### config.mk
export PLATFORM = sky130hd
export DESIGN_NAME = ycbcr_stream_ctrl
export DESIGN_NICKNAME = d
export VERILOG_FILES = /design/src/rtl/ycbcr_stream_ctrl_pkg.sv /design/src/rtl/ycbcr_stream_ctrl_pix_sync_fifo.sv /design/src/rtl/ycbcr_stream_ctrl.sv
export SDC_FILE = /design/constraint.sdc
export NUM_CORES = 1
export LEC_CHECK = 0
export ABC_AREA = 1
export CORE_MARGIN = 2
export CORE_UTILIZATION = 58
export CTS_CLUSTER_DIAMETER = 200
export DETAILED_ROUTE_END_ITERATION = 10
export HOLD_SLACK_MARGIN = 0.1
export PLACE_DENSITY = 0.8
export SLEW_MARGIN = 10
export SYNTH_ARGS = -nofsm -noshare
export SYNTH_HDL_FRONTEND = slang
export SYNTH_HIERARCHICAL = 1
export SYNTH_SLANG_ARGS = --single-unit
### constraint.sdc
create_clock -name clk -period 3.26 [get_ports clk]
set_input_delay 0.652 -clock clk [delete_from_list [all_inputs] [get_ports clk]]
set_output_delay 0.652 -clock clk [all_outputs]
set_load 0.005 [all_outputs]
### src/rtl/ycbcr_stream_ctrl_pkg.sv
// Shared types for the RGB->YCbCr stream controller: FSM states, the
// per-pixel tag that travels alongside the converter, and the word stored
// in the output FIFO.
package ycbcr_stream_ctrl_pkg;

    typedef enum logic [1:0] {
        ST_IDLE  = 2'd0,
        ST_RUN   = 2'd1,
        ST_DRAIN = 2'd2
    } state_t;

    // Side-band information tracked through the converter latency.
    typedef struct packed {
        logic vld;
        logic sof;
        logic eol;
        logic eof;
    } tag_t;

    // One buffered output pixel with its frame markers.
    typedef struct packed {
        logic [7:0] luma;
        logic [7:0] cb;
        logic [7:0] cr;
        logic       sof;
        logic       eol;
        logic       eof;
    } out_word_t;

    localparam int OUT_WORD_W = $bits(out_word_t);

    function automatic logic [7:0] rgb_red(input logic [23:0] rgb);
        return rgb[23:16];
    endfunction

    function automatic logic [7:0] rgb_green(input logic [23:0] rgb);
        return rgb[15:8];
    endfunction

    function automatic logic [7:0] rgb_blue(input logic [23:0] rgb);
        return rgb[7:0];
    endfunction

endpackage

### src/rtl/ycbcr_stream_ctrl_pix_sync_fifo.sv
// Small first-word-fall-through FIFO. The head entry is always visible on
// pop_data; push and pop may happen in the same cycle.
module pix_sync_fifo #(
    parameter int WIDTH = 27,
    parameter int DEPTH = 8
) (
    input  logic                           clk,
    input  logic                           rst,
    input  logic                           push,
    input  logic [WIDTH-1:0]               push_data,
    input  logic                           pop,
    output logic [WIDTH-1:0]               pop_data,
    output logic [$clog2(DEPTH+1)-1:0]     count,
    output logic                           empty
);
    localparam int AW = (DEPTH > 1) ? $clog2(DEPTH) : 1;
    localparam int CW = $clog2(DEPTH+1);

    logic [WIDTH-1:0] mem [DEPTH];
    logic [AW-1:0]    wr_ptr_reg;
    logic [AW-1:0]    rd_ptr_reg;
    logic [CW-1:0]    count_reg;
    logic             full;
    logic             do_push;
    logic             do_pop;

    function automatic logic [AW-1:0] ptr_inc(input logic [AW-1:0] p);
        return (p == AW'(DEPTH-1)) ? '0 : p + 1'b1;
    endfunction

    assign full     = (count_reg == CW'(DEPTH));
    assign empty    = (count_reg == '0);
    assign do_pop   = pop && !empty;
    assign do_push  = push && (!full || do_pop);
    assign pop_data = mem[rd_ptr_reg];
    assign count    = count_reg;

    // Storage array: write-only port, no reset so it maps onto RAM.
    always_ff @(posedge clk) begin
        if (do_push) begin
            mem[wr_ptr_reg] <= push_data;
        end
    end

    // Pointer and occupancy bookkeeping.
    always_ff @(posedge clk or negedge rst) begin
        if (!rst) begin
            wr_ptr_reg <= '0;
            rd_ptr_reg <= '0;
            count_reg  <= '0;
        end else begin
            if (do_push) begin
                wr_ptr_reg <= ptr_inc(wr_ptr_reg);
            end
            if (do_pop) begin
                rd_ptr_reg <= ptr_inc(rd_ptr_reg);
            end
            case ({do_push, do_pop})
                2'b10:   count_reg <= count_reg + 1'b1;
                2'b01:   count_reg <= count_reg - 1'b1;
                default: count_reg <= count_reg;
            endcase
        end
    end

endmodule

### src/rtl/ycbcr_stream_ctrl.sv
// Frame sequencer around the RGB->YCbCr converter. Accepts RGB pixels,
// drives the converter, follows each pixel through the converter latency
// with a tag pipe and buffers the results for a valid/ready output with
// SOF/EOL/EOF markers. Acceptance is throttled by credits so the output
// FIFO can never overflow.
module ycbcr_stream_ctrl
    import ycbcr_stream_ctrl_pkg::*;
#(
    parameter int IMG_W      = 160,
    parameter int IMG_H      = 120,
    parameter int CONV_LAT   = 2,
    parameter int FIFO_DEPTH = 8
) (
    input  logic        clk,
    input  logic        rst,
    input  logic        start,
    output logic        busy,
    output logic        frame_done,
    input  logic        s_valid,
    output logic        s_ready,
    input  logic [23:0] s_rgb,
    output logic [7:0]  red_ch,
    output logic [7:0]  green_ch,
    output logic [7:0]  blue_ch,
    input  logic [7:0]  luma_ch,
    input  logic [7:0]  cb_ch,
    input  logic [7:0]  cr_ch,
    output logic        m_valid,
    input  logic        m_ready,
    output logic [23:0] m_ycbcr,
    output logic        m_sof,
    output logic        m_eol,
    output logic        m_eof
);
    localparam int XW   = (IMG_W > 1) ? $clog2(IMG_W) : 1;
    localparam int YW   = (IMG_H > 1) ? $clog2(IMG_H) : 1;
    localparam int NSTG = CONV_LAT + 1;
    localparam int CW   = $clog2(FIFO_DEPTH+1);
    localparam int OW   = CW + 1;

    state_t          state_reg;
    logic [XW-1:0]   x_reg;
    logic [YW-1:0]   y_reg;
    logic            busy_reg;
    logic            frame_done_reg;
    logic [7:0]      red_reg;
    logic [7:0]      green_reg;
    logic [7:0]      blue_reg;

    logic [NSTG-1:0] vld_vec;
    tag_t            tag_in;
    tag_t            tag_out;
    out_word_t       push_word;
    out_word_t       head_word;
    logic [CW-1:0]   fifo_count;
    logic            fifo_empty;
    logic [OW-1:0]   occupancy;
    logic            accept;
    logic            pop;
    logic            x_last;
    logic            y_last;

    assign x_last = (x_reg == XW'(IMG_W-1));
    assign y_last = (y_reg == YW'(IMG_H-1));

    // Pixels already committed: buffered plus still inside the converter.
    assign occupancy = OW'(fifo_count) + OW'($countones(vld_vec));
    assign s_ready   = (state_reg == ST_RUN) && (occupancy < OW'(FIFO_DEPTH));
    assign accept    = s_valid && s_ready;

    assign tag_in.vld = accept;
    assign tag_in.sof = accept && (x_reg == '0) && (y_reg == '0);
    assign tag_in.eol = accept && x_last;
    assign tag_in.eof = accept && x_last && y_last;

    // Tag pipe: one stage per converter cycle plus the input register stage,
    // so the last stage lines up with luma/cb/cr.
    generate
        for (genvar gi = 0; gi < NSTG; gi++) begin : g_tag
            tag_t stage_reg;
            if (gi == 0) begin : g_first
                // First stage captures the tag of the pixel accepted this cycle.
                always_ff @(posedge clk or negedge rst) begin
                    if (!rst) begin
                        stage_reg <= '0;
                    end else begin
                        stage_reg <= tag_in;
                    end
                end
            end else begin : g_rest
                // Later stages shift the tag forward one cycle.
                always_ff @(posedge clk or negedge rst) begin
                    if (!rst) begin
                        stage_reg <= '0;
                    end else begin
                        stage_reg <= g_tag[gi-1].stage_reg;
                    end
                end
            end
            assign vld_vec[gi] = stage_reg.vld;
        end
    endgenerate

    assign tag_out = g_tag[NSTG-1].stage_reg;

    assign push_word.luma = luma_ch;
    assign push_word.cb   = cb_ch;
    assign push_word.cr   = cr_ch;
    assign push_word.sof  = tag_out.sof;
    assign push_word.eol  = tag_out.eol;
    assign push_word.eof  = tag_out.eof;

    pix_sync_fifo #(
        .WIDTH (OUT_WORD_W),
        .DEPTH (FIFO_DEPTH)
    ) u_fifo (
        .clk       (clk),
        .rst       (rst),
        .push      (tag_out.vld),
        .push_data (push_word),
        .pop       (pop),
        .pop_data  (head_word),
        .count     (fifo_count),
        .empty     (fifo_empty)
    );

    assign m_valid = !fifo_empty;
    assign pop     = m_valid && m_ready;
    // Data and markers read as zero whenever nothing is offered.
    assign m_ycbcr = m_valid ? {head_word.luma, head_word.cb, head_word.cr} : 24'd0;
    assign m_sof   = m_valid && head_word.sof;
    assign m_eol   = m_valid && head_word.eol;
    assign m_eof   = m_valid && head_word.eof;

    assign busy       = busy_reg;
    assign frame_done = frame_done_reg;
    assign red_ch     = red_reg;
    assign green_ch   = green_reg;
    assign blue_ch    = blue_reg;

    // Frame FSM with raster counters and registered busy/frame_done.
    always_ff @(posedge clk or negedge rst) begin
        if (!rst) begin
            state_reg      <= ST_IDLE;
            x_reg          <= '0;
            y_reg          <= '0;
            busy_reg       <= 1'b0;
            frame_done_reg <= 1'b0;
        end else begin
            frame_done_reg <= 1'b0;
            case (state_reg)
                ST_IDLE: begin
                    if (start) begin
                        state_reg <= ST_RUN;
                        x_reg     <= '0;
                        y_reg     <= '0;
                        busy_reg  <= 1'b1;
                    end
                end
                ST_RUN: begin
                    if (accept) begin
                        if (x_last) begin
                            x_reg <= '0;
                            if (y_last) begin
                                y_reg     <= '0;
                                state_reg <= ST_DRAIN;
                            end else begin
                                y_reg <= y_reg + 1'b1;
                            end
                        end else begin
                            x_reg <= x_reg + 1'b1;
                        end
                    end
                end
                ST_DRAIN: begin
                    if (pop && head_word.eof) begin
                        state_reg      <= ST_IDLE;
                        busy_reg       <= 1'b0;
                        frame_done_reg <= 1'b1;
                    end
                end
                default: begin
                    state_reg <= ST_IDLE;
                    busy_reg  <= 1'b0;
                end
            endcase
        end
    end

    // Converter inputs load on accept and hold through bubbles.
    always_ff @(posedge clk or negedge rst) begin
        if (!rst) begin
            red_reg   <= '0;
            green_reg <= '0;
            blue_reg  <= '0;
        end else if (accept) begin
            red_reg   <= rgb_red(s_rgb);
            green_reg <= rgb_green(s_rgb);
            blue_reg  <= rgb_blue(s_rgb);
        end
    end

endmodule

==> results.json, run 1 <==
{
  "worst_path_max_delay_cell": "clkdlybuf4s50_1",
  "worstMarginPinSlew_ns": 0.486,
  "final_cell_mix": "501 x nand2_1, 265 x nor2_1, 216 x edfxtp_1",
  "final_common_cell": "nand2_1",
  "rows": 54,
  "synth_edf_count": 216,
  "io_buffers": 107,
  "yosys_warnings": 6,
  "post-route-period-util_pct": 97.4,
  "avgSynthCellArea_um2": 9.20,
  "grt_pass1_wl_mm": 42.2,
  "grt_use_total_pct": 22.4,
  "crit_path_start_kind": "flip-flop",
  "cp_cell_sequence": "buf_4, clkbuf_16, nand2_1, nand2_1, nand2_1, nand2_1, nand2_1, inv_1, nor2_1, clkdlybuf4s50_1",
  "hold_class": "in -> async",
  "cp.buffers_inverters": 4,
  "antenna_found_initial": 0,
  "drt_pass1_iterations": 7,
  "critPathArrivalTime_ns": 2.52,
  "synth_cell_types": 32,
  "first_iter_violations": 693,
  "synth_top_family_by_area": "simple AND/OR/NAND/NOR gates",
  "clock_latency_ns": 0.54,
  "max_stage_delay_ns": 0.54,
  "drive_above_1_share_pct": 7.73,
  "die_w_um": 152,
  "start_util_pct": 58.7,
  "finalWirelength_mm": 26.9,
  "skew_ns": 0.00863,
  "fin_nets": 1572,
  "fmax_mhz": 315,
  "cp_common_cell": "nand2_1",
  "r2r_end": "u_fifo/count[3]$_DFFE_PN0P_",
  "synth_xor_area_share_pct": 0.206,
  "seq_area_frac_synth_pct": 63.7,
  "htree_levels": 1,
  "drc": 0,
  "hpwl_mm": 14.8,
  "status": "completed",
  "p_leak_nw": 6.87,
  "antenna_left": 0,
  "cts_buffer_depth": 3,
  "cap_violations": 0,
  "clkSlewWorstSetupHoldPaths_ns": 0.06,
  "cellPowerDensity_mw_per_mm2": 887,
  "area_delta_synth_final_pct": 19.6,
  "synthMuxAreaShare_pct": 0,
  "viasPerCell": 5.05,
  "wl_per_cell_um": 14.9,
  "relSlewSlack_pct": 67.6,
  "synthSimpleGateAreaFrac_pct": 25.2,
  "first_global_vias": 8653,
  "antenna_cells": 0,
  "slew_violations": 0,
  "irDropWorstVdd_v": 0.000501,
  "r2r_cells": 13,
  "layout_min_cycle_time_ns": 3.18,
  "worstPathRequired_ns": 2.61,
  "largest_register_ffs": 216,
  "r2r-start": "u_fifo/count[1]$_DFFE_PN0P_",
  "synth_ff_type": "edfxtp_1",
  "holdBufCountCts": 0,
  "hold_viol_final": 0,
  "grt_overflow": 0,
  "syn-cell-area_mm2": 0.0127,
  "cts_tree": "done",
  "ff2ff_setup_slack_ns": 0.86,
  "core_mm2": 0.0217,
  "grt_max_degree": 66,
  "gp_congestion": 0.814,
  "crit_type": "reg -> out",
  "cts_sinks": 281,
  "fp.dieH_um": 152,
  "async_flop_share_pct": 23.1,
  "post_synth_fa_ha_maj_area_fraction_pct": 1.49,
  "ys_seq_elements": 281,
  "synth_compound_area_share_pct": 1.39,
  "cts_buffers": 28,
  "finalSetupViolCount": 0,
  "via_count": 9117,
  "dp.cells": 1745,
  "stdcell_count": 1807,
  "end_kind": "output pin",
  "critical-path-top-delay-family": "buffers and inverters",
  "syn_inst": 1384,
  "critical_path.max_fanout": 20,
  "num_io_pins": 108,
  "dieArea_mm2": 0.0232,
  "synth_nets": 1451,
  "post-route-util_pct": 70.2,
  "root_buffer": "clkbuf_16"
}
-- worst reg2reg max path: stages, from the launching register on --
cell	delay (ns)
dfrtp_1	0.45
nor2_1	0.17
nand3_1	0.10
inv_1	0.09
nor2_1	0.06
nand2_1	0.20
inv_1	0.12
ha_1	0.25
ha_1	0.31
or2_2	0.29
nand2_1	0.07
nand2_1	0.05
nand3_1	0.08
nand2_1	0.06
-- repair_timing --
item | in CTS | in global routing
pin swaps | 0 | 0
gates cloned | 0 | 1
buffers inserted | 3 | 7
setup endpoints to repair | 28 | 19
endpoints found under the hold margin | 0 | 0
resized for setup | 4 | 8
-- area by class of cell --
cell class	instances	area, um2
Sequential cell	281	8120
Tap cell	280	350
Fill cell	1468	6460
Clock inverter	21	158
Multi-Input combinational cell	873	3650
Timing Repair Buffer	143	1550
Inverter	178	672
Clock buffer	31	733
-- report_power, final --
part / total (mW) / switching (mW) / internal (mW)
logic: 5.52 / 3.15 / 2.37
registers: 4.88 / 0.407 / 4.48
clock network: 3.10 / 1.32 / 1.77
total: 13.5 / 4.88 / 8.62
-- per-layer routing --
metal / share of wire [%] / global-route usage [%] / wire length (um)
met2: 50 / 39.6 / 13500
met5: 0 / 0 / 0
met4: 1.9 / 6.50 / 520
met3: 7.3 / 4.01 / 1970
met1: 41 / 28.5 / 10900
-- per-stage QoR --
stage / setup slack [ns] / TNS (ns) / area, um2 / hold slack (ns) / power, mW
floorplan: 0.356 / 0 / 12700 / 0.331 / 8.24
global placement: 0.426 / 0 / 14200 / 0.332 / 10.0
detailed placement: 0.371 / 0 / 14200 / 0.335 / 10.2
CTS: 0.00718 / 0 / 15100 / 0.118 / 13.4
global route: -0.0225 / -0.0366 / 15200 / 0.137 / 14.4
finish: 0.0845 / 0 / 15200 / 0.100 / 13.5
-- Yosys cell counts (2+ instances only) --
library cell | number | area (um2)
nand2_1 | 501 | 1880
inv_2 | 3 | 11.3
buf_2 | 20 | 100
buf_4 | 12 | 90.1
buf_1 | 2 | 7.51
nor3_1 | 3 | 15.0
clkbuf_1 | 7 | 26.3
o21ai_0 | 18 | 90.1
o21ai_2 | 7 | 61.3
nor2_2 | 2 | 12.5
inv_1 | 173 | 649
fa_1 | 2 | 40.0
nand4_1 | 11 | 68.8
xor2_1 | 2 | 17.5
edfxtp_1 | 216 | 6490
a21oi_1 | 2 | 10.0
dfrtp_1 | 65 | 1630
buf_6 | 11 | 124
nand3_1 | 23 | 115
nand2_2 | 6 | 37.5
or2_2 | 2 | 12.5
ha_1 | 12 | 150
nor2_1 | 275 | 1030
-- kinds of logic (layout without fill, tap and decap cells) --
| family | after synthesis | count (layout) |
|---|---|---|
| adders and majority gates | 14 | 14 |
| xor gates and xnor gates | 3 | 3 |
| DFF | 281 | 281 |
| and+or+nand+nor | 827 | 827 |
| AOI/OAI and AO/OA | 29 | 29 |
| buffers and inverters | 230 | 373 |
-- worst max-delay path by stage --
stage                                          start                          to  slack [ns]  cells past startpoint
CTS                      u_fifo/count[0]$_DFFE_PN0P_                     s_ready       0.007                      6
detailed placement  u_fifo/rd_ptr_reg[0]$_DFFE_PN0P_                 m_ycbcr[23]        0.37                     10
global placement    u_fifo/rd_ptr_reg[0]$_DFFE_PN0P_                  m_ycbcr[2]        0.43                     10
global route        u_fifo/rd_ptr_reg[0]$_DFFE_PN0P_                  m_ycbcr[3]       -0.02                     11
finish              u_fifo/rd_ptr_reg[0]$_DFFE_PN0P_                 m_ycbcr[23]        0.08                     10
floorplan                u_fifo/count[0]$_DFFE_PN0P_  u_fifo/mem[0][0]$_DFFE_PP_        0.36                     10
Power figures use the tool's default switching activity.
==> inputs of run 2 (changes only) <==
--- a/config.mk
+++ b/config.mk
@@ -7,11 +7,11 @@
 export LEC_CHECK = 0
 export ABC_AREA = 1
 export CORE_MARGIN = 2
-export CORE_UTILIZATION = 58
+export CORE_UTILIZATION = 52
 export CTS_CLUSTER_DIAMETER = 200
 export DETAILED_ROUTE_END_ITERATION = 10
 export HOLD_SLACK_MARGIN = 0.1
-export PLACE_DENSITY = 0.8
+export PLACE_DENSITY = 0.73
 export SLEW_MARGIN = 10
 export SYNTH_ARGS = -nofsm -noshare
 export SYNTH_HDL_FRONTEND = slang
==> run 2 against run 1 <==
Against the previous run: sequential power hardly changed; setup slack better by 0.076 ns; clock power hardly changed; register-to-register slack better by 0.11 ns.
==> results.json, run 2 (same netlist as run 1, synthesis figures left out) <==
{
  "status": "completed",
  "relSlewSlack_pct": 48.1,
  "tns_ns": 0,
  "start_util_pct": 52.7,
  "pre_cts_ws_ns": 0.479,
  "cts_tree": "done",
  "r2r_cells": 13,
  "cap_violations": 0,
  "comb_power_share_pct": 40.2,
  "fmax_mhz": 323,
  "viasPerCell": 4.82,
  "dieArea_mm2": 0.0258,
  "finalWirelength_mm": 25.5,
  "slew_violations": 0,
  "holdWs_ns": 0.195,
  "critPathArrivalTime_ns": 2.45,
  "p_switching_mw": 4.75,
  "die_w_um": 160,
  "irDropWorstVdd_v": 0.000476,
  "hold_class": "in -> async",
  "gp_congestion": 0.834,
  "drive_above_1_share_pct": 6.79,
  "first_global_vias": 8342,
  "p_clk_share_pct": 23.3,
  "grt_max_degree": 57,
  "io_buffers": 107,
  "dp.cells": 1786,
  "core_mm2": 0.0242,
  "stdcell_count": 1842,
  "cellPowerDensity_mw_per_mm2": 876,
  "antenna_left": 0,
  "rows": 57,
  "worstMarginPinSlew_ns": 0.779,
  "layout_min_cycle_time_ns": 3.10,
  "final_cell_mix": "501 x nand2_1, 267 x nor2_1, 216 x edfxtp_1",
  "swShare_pct": 35.7,
  "area_delta_synth_final_pct": 19.4,
  "num_io_pins": 108,
  "setup_slack_ns": 0.161,
  "crit_type": "reg -> out",
  "worstPathRequired_ns": 2.61,
  "place_area_mm2": 0.0143,
  "critical_path.max_fanout": 51,
  "drt_pass1_iterations": 5,
  "grt_pass1_wl_mm": 40.9,
  "clkSlewWorstSetupHoldPaths_ns": 0.06,
  "grt_overflow": 0,
  "crit_path_start_kind": "flip-flop",
  "end_kind": "output pin",
  "htree_levels": 1,
  "holdBufCountCts": 0,
  "drc": 0,
  "antenna_found_initial": 0,
  "final_cell_area_mm2": 0.0152,
  "first_iter_violations": 542,
  "antenna_cells": 0,
  "rsz0062_at_grt": "yes",
  "final_common_cell": "nand2_1",
  "skew_ns": 0.0178,
  "via_count": 8886,
  "hpwl_mm": 14.4,
  "grt_use_total_pct": 19.9,
  "post-route-period-util_pct": 95.1,
  "internal_power_mw": 8.57,
  "p_leak_nw": 6.79,
  "fp.dieH_um": 160,
  "clock_latency_ns": 0.55,
  "hold_viol_final": 0,
  "wl_per_cell_um": 13.8,
  "seqPwrFrac_pct": 36.5,
  "cts_buffer_depth": 3,
  "cts_sinks": 281,
  "finalSetupViolCount": 0,
  "cts_buffers": 28,
  "fin_nets": 1563,
  "root_buffer": "clkbuf_16",
  "largest_register_ffs": 216
}
## run 2: final timing paths
check	slack, ns	from	end
min in group clk	0.35	g_tag[1].stage_reg[0]$_DFF_PN0_	g_tag[2].stage_reg[0]$_DFF_PN0_
min	0.20	rst	u_fifo/rd_ptr_reg[1]$_DFFE_PN0P_
max in group asynchronous	2.42	rst	u_fifo/count[0]$_DFFE_PN0P_
min reg2reg	0.35	g_tag[1].stage_reg[0]$_DFF_PN0_	g_tag[2].stage_reg[0]$_DFF_PN0_
max reg2reg	0.97	u_fifo/count[1]$_DFFE_PN0P_	u_fifo/count[3]$_DFFE_PN0P_
max	0.16	u_fifo/rd_ptr_reg[0]$_DFFE_PN0P_	m_eol
## run 2: metal layers
layer  up-vias  GRT usage (%)  share of wire (%)  routed length, um
met5         -              0                  0                  0
met2       284           34.7                 49              12400
met4         0           6.47                2.9                736
li1       4510              -                  -                  -
met1      4035           25.1                 42              10700
met3        57           3.74                6.4               1630
## run 2: worst max-delay path: stages, from the launching register on
cell and delay, ns:
dfrtp_4 0.55, buf_12 0.25, nor2_1 0.08, nor2_1 0.10, nand2_1 0.06, nand2_1 0.06, nand2_1 0.05, nand2_1 0.06
inv_1 0.03, nor2_1 0.14, clkdlybuf4s50_1 0.52
## run 2: timing repair
action,in CTS,in global routing
hold endpoints to repair,0,0
endpoints found under the setup margin,9,20
gates resized for setup,2,5
setup buffers,1,3
pin swaps,0,1
## run 2: area by class of cell
cell class | instances | area (um2)
Clock inverter | 20 | 179
Tap cell | 324 | 405
Clock buffer | 32 | 716
Inverter | 178 | 673
Multi-Input combinational cell | 873 | 3660
Fill cell | 1874 | 8970
Sequential cell | 281 | 8120
Timing Repair Buffer | 134 | 1450
## run 2: power groups by stage
stage                     sequential (mW)  combinational (mW)  clock, mW
after floorplan                      4.84                3.40          0
after global placement               4.94                5.13          0
after detailed placement             4.95                5.28          0
after CTS                            4.88                5.35       3.17
after global routing                 4.93                6.06       3.30
final                                4.87                5.35       3.10
## run 2: through the flow
step | utilization [%] | power, mW
4_1_cts | 62.8 | 13.4
3_3_place_gp | 59.0 | 10.1
2_1_floorplan | - | 8.24
5_1_grt | 62.9 | 14.3
3_5_place_dp | 59.0 | 10.2
6_report | 62.9 | 13.3
==> inputs of run 3 (changes only) <==
==> constraint.sdc (replaced) <==
create_clock -name clk -period 3.11 [get_ports clk]
set_input_delay 0.622 -clock clk [delete_from_list [all_inputs] [get_ports clk]]
set_output_delay 0.622 -clock clk [all_outputs]
set_load 0.005 [all_outputs]
==> run 3 against run 2 <==
Against the previous run: die area unchanged; setup slack worse by 0.094 ns; clock skew shrank 0.011 ns; core utilization grew 0.87 points; clock power up 1%; register-to-register slack got worse by 0.19 ns; non-clock buffer count is 10 higher.
==> results.json, run 3 (same netlist as run 1, synthesis figures left out) <==
{
  "core_mm2": 0.0242,
  "hold_viol_final": 0,
  "grtUsageMet2_pct": 33.3,
  "grt_overflow": 0,
  "grtUsageMet3_pct": 4.13,
  "root_buffer": "clkbuf_16",
  "antenna_found_initial": 0,
  "dp.cells": 1787,
  "start_util_pct": 52.7,
  "first_global_vias": 8267,
  "place_area_mm2": 0.0143,
  "grt_util_met1_pct": 26.7,
  "wl_per_cell_um": 14.3,
  "antenna_cells": 0,
  "end_kind": "output pin",
  "pre_cts_ws_ns": 0.380,
  "clock_latency_ns": 0.53,
  "rows": 57,
  "holdWs_ns": 0.128,
  "cts_buffer_depth": 3,
  "r2r-start": "u_fifo/count[1]$_DFFE_PN0P_",
  "fp.dieH_um": 160,
  "grt_pass1_wl_mm": 41.2,
  "viasPerCell": 4.85,
  "setup_slack_ns": 0.0667,
  "r2r_cells": 13,
  "post-route-util_pct": 63.8,
  "ff2ff_setup_slack_ns": 0.78,
  "antenna_left": 0,
  "drive_above_1_share_pct": 7.79,
  "nFillCells": 1906,
  "finalWirelength_mm": 26.5,
  "layout_min_cycle_time_ns": 3.04,
  "stdcell_count": 1852,
  "dieArea_mm2": 0.0258,
  "crit_path_start_kind": "flip-flop",
  "fin_nets": 1573,
  "critical_path.max_fanout": 24,
  "relSlewSlack_pct": 52.3,
  "final_cell_area_mm2": 0.0154,
  "grt_use_total_pct": 20.0,
  "num_io_pins": 108,
  "critPathArrivalTime_ns": 2.42,
  "rsz0062_at_grt": "yes",
  "finalSetupViolCount": 0,
  "htree_levels": 1,
  "worstPathRequired_ns": 2.49,
  "tns_ns": 0,
  "hpwl_mm": 14.2,
  "slew_violations": 0,
  "irDropWorstVdd_v": 0.000514,
  "via_count": 8974,
  "die_w_um": 160,
  "power.total_mw": 14.2,
  "hold_class": "in -> async",
  "crit_type": "reg -> out",
  "drt_pass1_iterations": 5,
  "cts_sinks": 281,
  "drc": 0,
  "cellPowerDensity_mw_per_mm2": 923,
  "grt_max_degree": 49,
  "first_iter_violations": 642,
  "worstMarginPinSlew_ns": 0.715,
  "busiest_layer": "met2",
  "fmax_mhz": 329,
  "largest_register_ffs": 216,
  "skew_ns": 0.00672,
  "gp_congestion": 0.860,
  "clkSlewWorstSetupHoldPaths_ns": 0.06,
  "cts_buffers": 28,
  "area_delta_synth_final_pct": 21.1,
  "status": "completed",
  "post-route-period-util_pct": 97.9,
  "io_buffers": 107,
  "final_common_cell": "nand2_1",
  "p_leak_nw": 6.95,
  "r2r_end": "u_fifo/count[3]$_DFFE_PN0P_",
  "cts_tree": "done",
  "cap_violations": 0,
  "final_cell_mix": "500 x nand2_1, 266 x nor2_1, 216 x edfxtp_1"
}
==> run 3: what timing repair did <==
action,in CTS,in global routing
hold buffers,0,0
endpoints found under the setup margin,28,24
buffers inserted,6,1
gates resized for setup,9,17
gates cloned,0,6
==> run 3: final cells by class <==
cell class	count	area (um2)	area share [%]
Multi-Input combinational cell	873	3670	23.8
Tap cell	324	405	2.63
Timing Repair Buffer	144	1690	10.9
Clock buffer	39	793	5.14
Clock inverter	13	72.6	0.471
Sequential cell	281	8120	52.7
Inverter	178	673	4.37
==> run 3: where the power goes <==
group | switching, mW | internal (mW)
Combinational | 3.39 | 2.63
Clock | 1.36 | 1.78
Sequential | 0.377 | 4.69
==> run 3: worst max path at each step <==
stage | start | endpoint | depth (start not counted)
after floorplan | u_fifo/count[0]$_DFFE_PN0P_ | u_fifo/mem[0][0]$_DFFE_PP_ | 10
after global placement | u_fifo/rd_ptr_reg[0]$_DFFE_PN0P_ | m_ycbcr[7] | 10
after detailed placement | u_fifo/rd_ptr_reg[0]$_DFFE_PN0P_ | m_ycbcr[5] | 10
after CTS | u_fifo/rd_ptr_reg[0]$_DFFE_PN0P_ | m_ycbcr[20] | 11
after global routing | u_fifo/rd_ptr_reg[0]$_DFFE_PN0P_ | m_ycbcr[20] | 11
final | u_fifo/rd_ptr_reg[0]$_DFFE_PN0P_ | m_ycbcr[20] | 10
==> run 3: worst max-delay path: stages, from the launching register on <==
cell,delay [ns]
dfrtp_4,0.50
buf_12,0.17
clkbuf_16,0.19
nand2_1,0.09
nand2_1,0.07
nand2_1,0.08
nand2_1,0.05
nand2_1,0.09
inv_1,0.05
nor2_1,0.08
clkdlybuf4s50_1,0.50
==> run 3: metal layers <==
layer	routed length, um	share of wire [%]
met5	0	0
met2	12800	48
met1	10900	41
met4	684	2.6
met3	2110	7.9
